File: src/rtl/decimal_request_arbiter.sv
// decimal_request_arbiter: arbitrates ten decimal requesters onto a BCD valid/ready channel
//   clk       : single clock, rising edge
//   rst_n     : asynchronous active-low reset
//   req       : one request bit per decimal digit (bit i = digit i)
//   out_ready : downstream accept for the BCD channel
//   out_valid : out_bcd holds a granted digit
//   out_bcd   : BCD code (0-9) of the granted requester
//   grant     : one-hot grant, zero when no grant is held
//   ack       : one-cycle one-hot pulse on the requester whose transfer is accepted
//   err       : sticky flag, granted requester dropped req before acceptance
//   xfer_cnt  : wrapping count of accepted transfers
module decimal_request_arbiter #(
   parameter bit RR_EN = 1'b1
) (
   input  logic       clk,
   input  logic       rst_n,
   input  logic [9:0] req,
   input  logic       out_ready,
   output logic       out_valid,
   output logic [3:0] out_bcd,
   output logic [9:0] grant,
   output logic [9:0] ack,
   output logic       err,
   output logic [7:0] xfer_cnt
);
   typedef enum logic {IDLE, GRANT} state_t;
   state_t     r_state, w_state_nxt;
   logic [3:0] r_ptr, r_bcd, w_win;
   logic [9:0] r_grant;
   logic       r_err, w_accept;
   logic [7:0] r_cnt;
   assign w_accept = (r_state == GRANT) && out_ready;
   // Search upward from ptr (or from 0 in fixed priority), wrapping 9 -> 0.
   always_comb begin
      logic       found;
      logic [4:0] j;
      w_win = '0;
      found = 1'b0;
      j     = '0;
      for (int k = 0; k < 10; k++) begin
         j = (RR_EN ? {1'b0, r_ptr} : 5'd0) + 5'(k);
         j = (j >= 5'd10) ? j - 5'd10 : j;
         if (!found && req[j[3:0]]) begin
            w_win = j[3:0];
            found = 1'b1;
         end
      end
   end
   always_comb begin
      w_state_nxt = r_state;
      if (r_state == IDLE && req != '0) w_state_nxt = GRANT;
      else if (w_accept) w_state_nxt = IDLE;
   end
   always_ff @(posedge clk or negedge rst_n) begin
      if (!rst_n) begin
         r_state <= IDLE;
         r_ptr   <= '0;
         r_bcd   <= '0;
         r_grant <= '0;
         r_err   <= 1'b0;
         r_cnt   <= '0;
      end else begin
         r_state <= w_state_nxt;
         if (r_state == IDLE && req != '0) begin
            r_grant <= 10'(1) << w_win;
            r_bcd   <= w_win;
         end else if (w_accept) begin
            r_grant <= '0;
            r_bcd   <= '0;
            r_cnt   <= r_cnt + 8'd1;
            r_ptr   <= (r_bcd == 4'd9) ? 4'd0 : r_bcd + 4'd1;
         end
         // r_grant is non-zero only in GRANT, so this flags a dropped request there.
         if (|(r_grant & ~req)) r_err <= 1'b1;
      end
   end
   always_comb begin
      out_valid = (r_state == GRANT);
      out_bcd   = r_bcd;
      grant     = r_grant;
      ack       = w_accept ? r_grant : '0;
      err       = r_err;
      xfer_cnt  = r_cnt;
   end
endmodule

File: config.mk
export PLATFORM = sky130hd
export DESIGN_NAME = decimal_request_arbiter
export DESIGN_NICKNAME = d
export VERILOG_FILES = /design/src/rtl/decimal_request_arbiter.sv
export SDC_FILE = /design/constraint.sdc
export NUM_CORES = 1
export LEC_CHECK = 0
export BUFFER_PORTS_ARGS = -buffer_cell sky130_fd_sc_hd__buf_2
export CAP_MARGIN = 25
export CORE_MARGIN = 2
export CORE_UTILIZATION = 44
export CTS_CLUSTER_SIZE = 10
export DETAILED_ROUTE_END_ITERATION = 10
export GPL_ROUTABILITY_DRIVEN = 0
export PLACE_DENSITY_LB_ADDON = 0.2
export SYNTH_ARGS = -nofsm -noshare
export SYNTH_HDL_FRONTEND = slang
export SYNTH_SLANG_ARGS = --single-unit
export TNS_END_PERCENT = 20
File: constraint.sdc
create_clock -name clk -period 15.35 [get_ports clk]
set_input_delay 2.3025 -clock clk [delete_from_list [all_inputs] [get_ports clk]]
set_output_delay 2.3025 -clock clk [all_outputs]
set_load 0.01 [all_outputs]
==> results.md <==
- Status: finished clean
- Layout Skew: 0.00730 ns
- Die width: 100 microns
- Post-DP HPWL: 10.0 mm
- Max layer used: met4
- Fill count: 926
- Grt ovf: 0
- Worst Path Arrival: 6.01 ns
- Initial Utilization: 44.9%
- Ports: 47
- Cell taking the most area after synthesis: dfrtp_1
- Vias in the first global route: 4072
- Mapped Cells: 521
- Clk sink count: 28
- Cts repair resizes: 0
- Share of async-settable or async-resettable flops after synthesis: 100%
- Num CTS Buffers: 3
- # H-tree levels: 1
- Final setup vio count: 0
- Critical Path RT: 15.49 ns
- RSZ-0062 raised after global routing: false
- CTS Hold Bufs: 0
- Sum Neg Setup Slack: 0 ns
- DR vias: 4303
- Mapped Avg Cell Area: 7.85 sq um
- ANT nets after route: 0
- Top cells by count, synth: 54 x nand2_1, 39 x o21ai_0, 30 x a21oi_1
- FP Rows: 35
- Clock Path Buffers: 2
- Core Area: 0.00911 sq mm
- Maximum capacitance violations: 0
- Reg clk slew, reported paths: 0.10 ns
- CTS tree: done
- Part of the cycle the worst path needs: 38.2%
- Seq/Total Area, Yosys: 17.1%
- Syn_nets: 558
- Root Buffer: clkbuf_8
- Die ar.: 0.0101 sq mm
- Nets: 591
- Wire length on met1: 5.80 mm
- Distinct cell type count after synthesis: 75
- Wire length on met3: 783 microns
- Tightest Pin Transition: 0.853 ns
- Yosys reg bits: 28
- Most common cell in the netlist: nand2_1
- Max-slew violation count: 0
- Max Fanout on Critical Path: 22
- Share of cells above drive strength 1: 14.5%
- Number of flops mapped to enable cells by yosys: 0
- Crit start category: flip-flop
- Synth top area cells: dfrtp_1 17%, ha_1 7.0%, mux2i_1 6.1%, nand2_1 5.0%, xnor2_1 4.9%
- Input/output buffers: 46
- Layout area overhead: 8.99%
- Largest net degree at the start of global routing: 45
- Min Tclk post-route: 5.86 ns
- Synth warn: 0
- Antenna violations before repair: 0
- Clk_lat worst skew: 0.28 ns
- Hold Fails Final Rpt: 0
- Diode count: 0
- Worst Hold Class: reg -> reg
- Synth Flop Type: dfrtp_1
- Total iterations of the first detailed-routing run: 5
- Synthesized cell area: 0.00409 sq mm
- Met2 wire len: 6.07 mm
- All-layer global routing usage: 26.6%
- Slew HR: 41.6%
- Vias per Instance: 6.48
- Total wire length: 13.1 mm
- Critical Path End Type: flip-flop
- Initial DRC count: 324
- Synth top area share: 17.1%
- Residual DRC count: 0
- CP Class: reg -> reg
- Die Y: 100 microns
- Setup Fix Bufs, Post-CTS: 0
- First-pass GRT wire length: 21.6 mm
- FMAX: 171 MHz
- WL/cell: 19.7 microns
worst paths after layout:
check / startpoint / endpoint / slack, ns / depth (start not counted)
max: r_ptr[1] / out_bcd[0] / 9.49 / 14
min: xfer_cnt[7] / xfer_cnt[7] / 0.49 / 1
max reg2reg: r_ptr[1] / out_bcd[0] / 9.49 / 14
min reg2reg: xfer_cnt[7] / xfer_cnt[7] / 0.49 / 1
max in group asynchronous: rst_n / grant[4] / 12.91 / 1
min in group asynchronous: rst_n / out_bcd[3] / 2.02 / 1
worst max-delay path, stage by stage (launching register included):
cell      delay, ns
dfrtp_1        0.89
inv_1          0.42
ha_1           0.61
inv_1          0.43
ha_1           0.38
a21boi_0       0.29
o21a_1         0.25
mux2_1         0.37
o31ai_1        0.55
inv_1          0.16
a21oi_1        0.23
o311ai_0       0.19
o21ai_0        0.27
nor2b_1        0.48
o21ai_0        0.18
metal layers:
metal,track usage (%),vias up
met4,8.32,0
met5,0,-
met3,2.58,30
met1,37.3,2052
li1,-,2030
met2,43.2,191
area by class of cell:
| cell class | count | area (sq um) | area share, % |
|---|---|---|---|
| clock buffers | 3 | 41.3 | 0.926 |
| clock inverters | 1 | 30.0 | 0.673 |
| inverters | 31 | 116 | 2.61 |
| multi-input cells | 441 | 3180 | 71.3 |
| flip-flops and latches | 28 | 701 | 15.7 |
| well taps | 111 | 139 | 3.11 |
| repair buffers | 49 | 253 | 5.67 |
cells by family (layout without fill, tap and decap cells):
kind of cell	after synthesis	in the layout	synth area share (%)
AO/OA/AOI/OAI	172	172	29.5
XOR/XNOR	25	25	5.54
adder cells (fa/ha/maj)	24	24	7.52
buffers and inverters	52	84	5.17
flip-flops	28	28	17.1
multiplexers	38	38	11.7
AND/OR/NAND/NOR	182	182	23.4
placed cells by master, fill, tap and decap left out, drive strengths merged, types with 5 or more instances in the layout:
master    n
a31oi     5
o21ai    43
nor2b    12
or2       8
o21a      5
nor2     27
nand3    13
a2bb2oi   6
nor3     11
and3      9
o311ai    5
a21o      7
ha       23
a21oi    30
mux2      6
a211oi    5
buf      49
dfrtp    28
nand2b    9
o22ai     5
mux4      7
nand4     6
nand2    54
mux2i    25
inv      30
o211ai   12
xnor2    23
stage by stage:
stage | hold slack (ns) | setup WS, ns | cells | util [%] | area (sq um)
2_1_floorplan | 0.508 | 10.28 | 521 | - | 4090
5_1_grt | 0.525 | 8.86 | 664 | 49.0 | 4460
6_report | 0.490 | 9.49 | 664 | 49.0 | 4460
3_5_place_dp | 0.481 | 9.65 | 660 | 48.2 | 4390
4_1_cts | 0.499 | 9.60 | 664 | 49.0 | 4460
3_3_place_gp | 0.454 | 9.74 | 660 | 48.2 | 4390
flip-flops by register name, summed over array words and instances, names as in the netlist:
name,cells
grant,10
xfer_cnt,8
out_bcd,4
r_ptr,4
err,1
out_valid,1
Power is left out: the tool's default activity adds up to more than one toggle a clock period on the data nets, which glitch-free logic cannot reach.
